## config.mk

```make
export PLATFORM = sky130hd
export DESIGN_NAME = banner_scroll_ctrl
export DESIGN_NICKNAME = d
export VERILOG_FILES = /design/src/rtl/banner_scroll_ctrl.sv
export SDC_FILE = /design/constraint.sdc
export NUM_CORES = 1
export LEC_CHECK = 0
export ABC_AREA = 1
export ABC_CLOCK_PERIOD_IN_PS = 3400
export CORE_MARGIN = 5
export CORE_UTILIZATION = 48
export DETAILED_ROUTE_END_ITERATION = 8
export PLACE_DENSITY = 0.84
export SLEW_MARGIN = 30
export SYNTH_ARGS = -nofsm -noshare
export SYNTH_HDL_FRONTEND = slang
export SYNTH_SLANG_ARGS = --single-unit
```

## constraint.sdc

```tcl
create_clock -name clk -period 3.4 [get_ports clk]
set_input_delay 0.85 -clock clk [delete_from_list [all_inputs] [get_ports clk]]
set_output_delay 0.85 -clock clk [all_outputs]
set_load 0.03 [all_outputs]
```

## src/rtl/banner_scroll_ctrl.sv

```systemverilog
// banner_scroll_ctrl
// Scrolls a circular 4-character window over a hex message and time-multiplexes
// it onto a 4-digit common-anode seven-segment display (an/seg active-low).
module banner_scroll_ctrl #(
  parameter  int MSG_LEN = 10,
  parameter  int MUX_N   = 16,
  localparam int PW      = $clog2(MSG_LEN)
) (
  input  logic                   clk,
  input  logic                   reset,
  input  logic                   tick,
  input  logic                   en,
  input  logic                   dir,
  input  logic                   load,
  input  logic [4*MSG_LEN-1:0]   msg_flat,
  output logic [3:0]             an,
  output logic [7:0]             seg,
  output logic [PW-1:0]          pos
);

  localparam logic [PW-1:0] LAST  = PW'(MSG_LEN - 1);
  localparam logic [PW:0]   LEN_W = (PW+1)'(MSG_LEN);

  logic [4*MSG_LEN-1:0] msg_reg;
  logic [MUX_N-1:0]     refresh;
  logic [1:0]           sel;
  logic [PW:0]          sum;
  logic [PW-1:0]        idx;
  logic [3:0]           nib;

  // gfedcba, active-low
  function automatic logic [6:0] hex7(input logic [3:0] v);
    case (v)
      4'h0: hex7 = 7'h40;
      4'h1: hex7 = 7'h79;
      4'h2: hex7 = 7'h24;
      4'h3: hex7 = 7'h30;
      4'h4: hex7 = 7'h19;
      4'h5: hex7 = 7'h12;
      4'h6: hex7 = 7'h02;
      4'h7: hex7 = 7'h78;
      4'h8: hex7 = 7'h00;
      4'h9: hex7 = 7'h10;
      4'hA: hex7 = 7'h08;
      4'hB: hex7 = 7'h03;
      4'hC: hex7 = 7'h46;
      4'hD: hex7 = 7'h21;
      4'hE: hex7 = 7'h06;
      default: hex7 = 7'h0E;
    endcase
  endfunction

  assign sel = refresh[MUX_N-1 -: 2];

  // Character index for the active digit; pos+sel never exceeds 2*MSG_LEN-1,
  // so a single conditional subtract gives the modulo.
  always_comb begin
    sum = {1'b0, pos} + (PW+1)'(sel);
    if (sum >= LEN_W) idx = PW'(sum - LEN_W);
    else              idx = PW'(sum);
  end

  // Nibble select from the latched message
  always_comb begin
    nib = 4'h0;
    for (int k = 0; k < MSG_LEN; k++) begin
      if (idx == PW'(k)) nib = msg_reg[4*k +: 4];
    end
  end

  // Message latch: only a load pulse samples msg_flat
  always_ff @(posedge clk or posedge reset) begin
    if (reset)     msg_reg <= '0;
    else if (load) msg_reg <= msg_flat;
  end

  // Scroll position: load wins over a concurrent tick
  always_ff @(posedge clk or posedge reset) begin
    if (reset) begin
      pos <= '0;
    end else if (load) begin
      pos <= '0;
    end else if (tick && en) begin
      if (!dir) pos <= (pos == LAST) ? '0 : pos + 1'b1;
      else      pos <= (pos == '0) ? LAST : pos - 1'b1;
    end
  end

  // Free-running refresh counter; its top two bits pick the digit
  always_ff @(posedge clk or posedge reset) begin
    if (reset) refresh <= '0;
    else       refresh <= refresh + 1'b1;
  end

  // Registered display drive, one clock behind sel/pos/msg_reg
  always_ff @(posedge clk or posedge reset) begin
    if (reset) begin
      an  <= 4'b1111;
      seg <= 8'hFF;
    end else begin
      an  <= ~(4'b1000 >> sel);
      seg <= {1'b1, hex7(nib)};
    end
  end

endmodule

```

==> impl_metrics.yaml, run 1 <==
placed_design:
  gp_congestion: 0.902
  placement.io_buffers: 60
  dp_hpwl_um: 6610
  dpl_cell_area_mm2: 0.00455
clock_network:
  h-tree-depth: 3
  cts_hold_buf: 0
  cts-buffers-inserted: 9
  clock_latency_ns: 0.35
  clk_pin_slew_ns: 0.08
  clock-sinks: 71
  clock_path_buffers: 2
  root_buffer: "clkbuf_8"
  cts_tree: "yes"
worst_setup_path:
  cp-end-kind: "flip-flop"
  crit_buf_inv: 2
  rrSetupSlack_ns: -0.06
  path_class: "flip-flop to flip-flop"
  slowest_stage: "fa_2"
  startpoint_type: "flip-flop"
  critPathArrivalTime_ns: 3.75
  crit_top_cell: "nand2_1"
  worst_path_largest_cell_delay_ns: 0.62
  crit_fanout: 9
  critPathTopFamily: "simple AND/OR/NAND/NOR gates"
  worstPathRequired_ns: 3.70
  crit_path_cell_trace: "ha_4 > fa_2 > inv_4 > nor2_4 > nand3_2 > nand2_4 > nand2_8 > nand2_8 > nand2_4 > nand2_8 > nor2_8 > nand2_4 > nor2_1 > nor2_1 > nand4_1 > nor2_1 > nand4_1 > inv_2 > ha_1 > nand2_1 > nand2_1 > nand2_1 > nand2_1"
cells_and_area:
  final_cell_mix: "nand2_1, clkdlybuf4s50_1, dfrtp_1, inv_1, nor2_1"
  largest_register_ff_count: 40
  nets: 615
  final_common_cell: "nand2_1"
  n_fill_cell: 552
  drive_gt1_share_pct: 20.1
  diodes: 0
  area_delta_synth_final_pct: 34.3
  multi_input_area_mm2: 0.00197
  final_area_mm2: 0.00509
  regArea_mm2: 0.00179
sta:
  worst_pin_slew_ns: 0.900
  fmax_mhz: 289
  final-hold-violation-count: 0
  whs_ns: 0.456
  setup_viol: 4
  layout_setup_ws_ns: -0.0558
  rsz0062_at_grt: "yes"
  skew_ns: 0.0108
  period_share_pct: 102
  slew_headroom_pct: 40.0
  min_period_ns: 3.46
  slew_viol_final: 0
die:
  die_w_um: 98.9
  ios: 62
  core.rowCount: 32
  core_mm2: 0.00773
  dieArea_mm2: 0.00978
  die_h_um: 98.9
  initial_core_util_pct: 49.1
yosys:
  avgSynthCellArea_um2: 7.98
  synth-main-ff-cell: "dfrtp_1"
  synth_edf_count: 0
  syn_nets: 532
  synthCells: 475
  synth_cell_type_count: 36
  yosysSeqAreaShare_pct: 47.2
  synth-seq-cells: 71
  ys_warn_count: 0
  async_reset_ff_share_pct: 100
  netlist_area_mm2: 0.00379
grt:
  antenna_found_initial: 0
  grt_usage_pct: 19.5
  grt_overflow_total: 0
  grt_pass1_vias: 3374
  grt_max_degree: 54
  grt_pass1_wl_um: 15400
job:
  cap_violations: 0
power:
  power_leakage_nw: 2.42
  ir_drop_v: 0.000210
  p_per_area_mw_per_mm2: 476
status:
  run_status: "complete, but fails checks"
  violations: "negative setup slack"
drt:
  num_vias: 3549
  drc: 0
  initialDrtViolationCount: 353
  antenna_left: 0
  wl_per_cell_um: 15.5
  drt_pass1_iterations: 5
  wl_um: 10300
  viasPerCell: 5.34
hold_path:
  holdCritPathClass: "flip-flop to flip-flop"
## routing by layer
metal  vias up  global-route usage (%)  share of wire [%]
li1       1656                       -                  -
met1      1671                    24.8                 42
met2       179                    31.7                 48
met3        43                    4.32                6.5
met4         0                    8.61                3.6
met5         -                       0                  0
## final timing paths
path	start	to	depth (start not counted)
setup reg to reg	refresh[14]	seg[0]	23
hold reg to reg	refresh[0]	refresh[0]	1
max in group asynchronous	reset	seg[0]	3
min in group asynchronous	reset	refresh[11]	2
setup / recovery	refresh[14]	seg[0]	23
hold / removal	refresh[0]	refresh[0]	1
## stage by stage
step,utilization [%],total power [mW],setup TNS (ns),worst slack (ns),std cells
final,65.9,2.42,-0.150,-0.0558,665
after global routing,65.9,2.53,-1.36,-0.263,665
after floorplan,-,1.33,0,0.00852,475
after CTS,62.3,2.34,0,0.0314,653
after global placement,58.9,1.52,0,0.122,635
after detailed placement,58.9,1.54,-0.289,-0.0999,635
## synthesized netlist by cell type, types with 7 or more instances
| cell | count | area [µm²] |
|---|---|---|
| xor2_1 | 7 | 61.3 |
| nor2_1 | 33 | 124 |
| o21ai_0 | 20 | 100 |
| ha_1 | 10 | 125 |
| a21oi_1 | 8 | 40.0 |
| dfrtp_1 | 60 | 1500 |
| nand4_1 | 7 | 43.8 |
| dfstp_2 | 11 | 289 |
| nand2_4 | 7 | 78.8 |
| inv_1 | 44 | 165 |
| nand2_2 | 8 | 50.1 |
| nand3_1 | 33 | 165 |
| clkbuf_1 | 9 | 33.8 |
| nand2_1 | 182 | 683 |
## final cells by class
class,instances,area share (%)
multi-input combinational,347,38.6
clock inverter,4,1.50
timing repair buffer,83,15.5
clock buffer,12,3.24
sequential,71,35.1
inverter,46,3.49
tap,102,2.50
## timing repair
action / 4_1_cts / 5_1_grt
buffers inserted: 2 / 12
setup endpoints to repair: 7 / 7
pin swaps: 1 / 18
gates resized for setup: 7 / 39
## where the power goes
group          switching (mW)  internal [mW]  leakage, nW
Clock                   0.322          0.474        0.119
Sequential             0.0384          0.943        0.865
Combinational           0.389          0.256         1.44
Total                   0.749           1.67         2.42
## kinds of logic after synthesis
family | Yosys count | share of synthesized area [%]
compound gates | 33 | 4.62
xor+xnor | 13 | 3.00
fa+ha+maj | 11 | 3.83
buf+inv | 57 | 6.00
flops | 71 | 47.2
other cells | 1 | 0.0989
simple gates | 289 | 35.2
Power figures use the tool's default switching activity.
==> run 2: changes to the inputs <==
--- a/config.mk
+++ b/config.mk
@@ -11,6 +11,7 @@
 export CORE_UTILIZATION = 48
 export DETAILED_ROUTE_END_ITERATION = 8
 export PLACE_DENSITY = 0.84
+export SKIP_LAST_GASP = 1
 export SLEW_MARGIN = 30
 export SYNTH_ARGS = -nofsm -noshare
 export SYNTH_HDL_FRONTEND = slang
==> run 2 against run 1 <==
  * The run still ends with negative setup slack left
  * Sequential share of layout area unchanged
  * Register-to-register slack about the same
  * Clock power hardly changed
==> impl_metrics.yaml, run 2 (same netlist as run 1, synthesis figures left out) <==
clock_network:
  clock_path_buffers: 2
  root_buffer: "clkbuf_8"
  cts-buffers-inserted: 9
  cts_hold_buf: 0
  h-tree-depth: 3
  clk_pin_slew_ns: 0.08
  clock_latency_ns: 0.35
  clock-sinks: 71
  cts_tree: "yes"
cells_and_area:
  regArea_mm2: 0.00179
  diodes: 0
  final_area_mm2: 0.00509
  area_delta_synth_final_pct: 34.3
  drive_gt1_share_pct: 20.1
  multi_input_area_mm2: 0.00197
  nets: 615
  n_fill_cell: 552
  final_cell_mix: "nand2_1, clkdlybuf4s50_1, dfrtp_1, inv_1, nor2_1"
  largest_register_ff_count: 40
  final_common_cell: "nand2_1"
die:
  die_w_um: 98.9
  core.rowCount: 32
  core_mm2: 0.00773
  initial_core_util_pct: 49.1
  ios: 62
  die_h_um: 98.9
  dieArea_mm2: 0.00978
drt:
  wl_met1_um: 4260
  viasPerCell: 5.36
  drc: 0
  drt_pass1_iterations: 4
  wl_met3_um: 662
  initialDrtViolationCount: 331
  antenna_left: 0
  wl_met2_um: 4890
  wl_um: 10200
  top_layer_used: "met4"
  num_vias: 3562
  wl_per_cell_um: 15.4
worst_setup_path:
  critPathTopFamily: "simple AND/OR/NAND/NOR gates"
  startpoint_type: "flip-flop"
  cp-startpoint: "refresh[14]"
  slowest_stage: "fa_2"
  cp-end-kind: "flip-flop"
  endpoint: "seg[3]"
  reg2reg_depth: 22
  path_class: "flip-flop to flip-flop"
  critPathArrivalTime_ns: 3.75
  crit_buf_inv: 2
  r2r-end: "seg[3]"
  rr_startpoint: "refresh[14]"
  crit_path_cell_trace: "ha_4 > fa_2 > inv_4 > nor2_4 > nand3_2 > nand2_4 > nand2_8 > nand2_8 > nand2_4 > nand2_8 > nor2_4 > nand3_2 > nand2_1 > nor2_1 > nand4_1 > nor2_1 > nand4_1 > inv_2 > ha_4 > nand2_1 > nand3_1 > nand2_1"
  worst_path_largest_cell_delay_ns: 0.62
  worstPathRequired_ns: 3.70
  rrSetupSlack_ns: -0.05
  worst-path-stages: 22
  crit_fanout: 5
sta:
  final-hold-violation-count: 0
  period_share_pct: 101
  skew_ns: 0.0148
  tns_ns: -0.109
  setup_viol: 3
  layout_setup_ws_ns: -0.0462
  slew_headroom_pct: 40.4
  rsz0062_at_grt: "yes"
  fmax_mhz: 290
  worst_pin_slew_ns: 0.893
  slew_viol_final: 0
  min_period_ns: 3.45
grt:
  grt_max_degree: 54
  grt_overflow_total: 0
  grt_pass1_wl_um: 15400
  grt_pass1_vias: 3374
  antenna_found_initial: 0
  grt_usage_pct: 19.5
placed_design:
  dp_hpwl_um: 6610
  dpl_cell_area_mm2: 0.00455
  gp_congestion: 0.902
  placement.io_buffers: 60
hold_path:
  holdCritPathClass: "flip-flop to flip-flop"
power:
  p_per_area_mw_per_mm2: 476
  power_leakage_nw: 2.42
  ir_drop_v: 0.000213
status:
  violations: "negative setup slack"
  run_status: "complete, but fails checks"
job:
  cap_violations: 0
## run 2: cell counts in the layout (fill, tap and decap cells not counted)
Identical to the previous run, type by type.
## run 2: worst min path at each step
| stage | from | depth (start not counted) | to | slack, ns |
|---|---|---|---|---|
| after global placement | refresh[0] | 1 | refresh[0] | 0.44 |
| after global routing | refresh[0] | 1 | refresh[0] | 0.48 |
| after CTS | refresh[0] | 1 | refresh[0] | 0.46 |
| after detailed placement | refresh[0] | 1 | refresh[0] | 0.45 |
| after floorplan | refresh[0] | 1 | refresh[0] | 0.42 |
| final | refresh[0] | 1 | refresh[0] | 0.46 |
## run 2: what timing repair did
action | 4_1_cts | 5_1_grt
resized for setup | 7 | 39
setup endpoints to repair | 7 | 7
setup buffers | 2 | 12
pin swaps | 1 | 18
## run 2: area by class of cell
type                    instances  share of cell area, %
repair buffers                 83                   15.5
well taps                     102                   2.50
multi-input cells             347                   38.6
clock inverters                 4                   1.50
clock buffers                  12                   3.24
flip-flops and latches         71                   35.1
inverters                      46                   3.49
## run 2: report_power, final
| part | internal, mW | total [mW] | switching [mW] |
|---|---|---|---|
| Clock | 0.474 | 0.799 | 0.325 |
| Sequential | 0.943 | 0.982 | 0.0384 |
| Combinational | 0.256 | 0.645 | 0.388 |
| Total | 1.67 | 2.43 | 0.751 |
## run 2: stage by stage
step / utilization [%] / std cells / hold slack, ns / setup WS (ns) / total power, mW
floorplan: - / 475 / 0.422 / 0.00852 / 1.33
global placement: 58.9 / 635 / 0.438 / 0.122 / 1.52
detailed placement: 58.9 / 635 / 0.447 / -0.0999 / 1.54
CTS: 62.3 / 653 / 0.458 / 0.0314 / 2.34
global route: 65.9 / 665 / 0.478 / -0.263 / 2.53
finish: 65.9 / 665 / 0.457 / -0.0462 / 2.43
## run 2: metal layers
metal | vias to the layer above | track usage [%]
met2 | 185 | 31.7
li1 | 1656 | -
met1 | 1672 | 24.8
met3 | 49 | 4.32
met4 | 0 | 8.61
met5 | - | 0
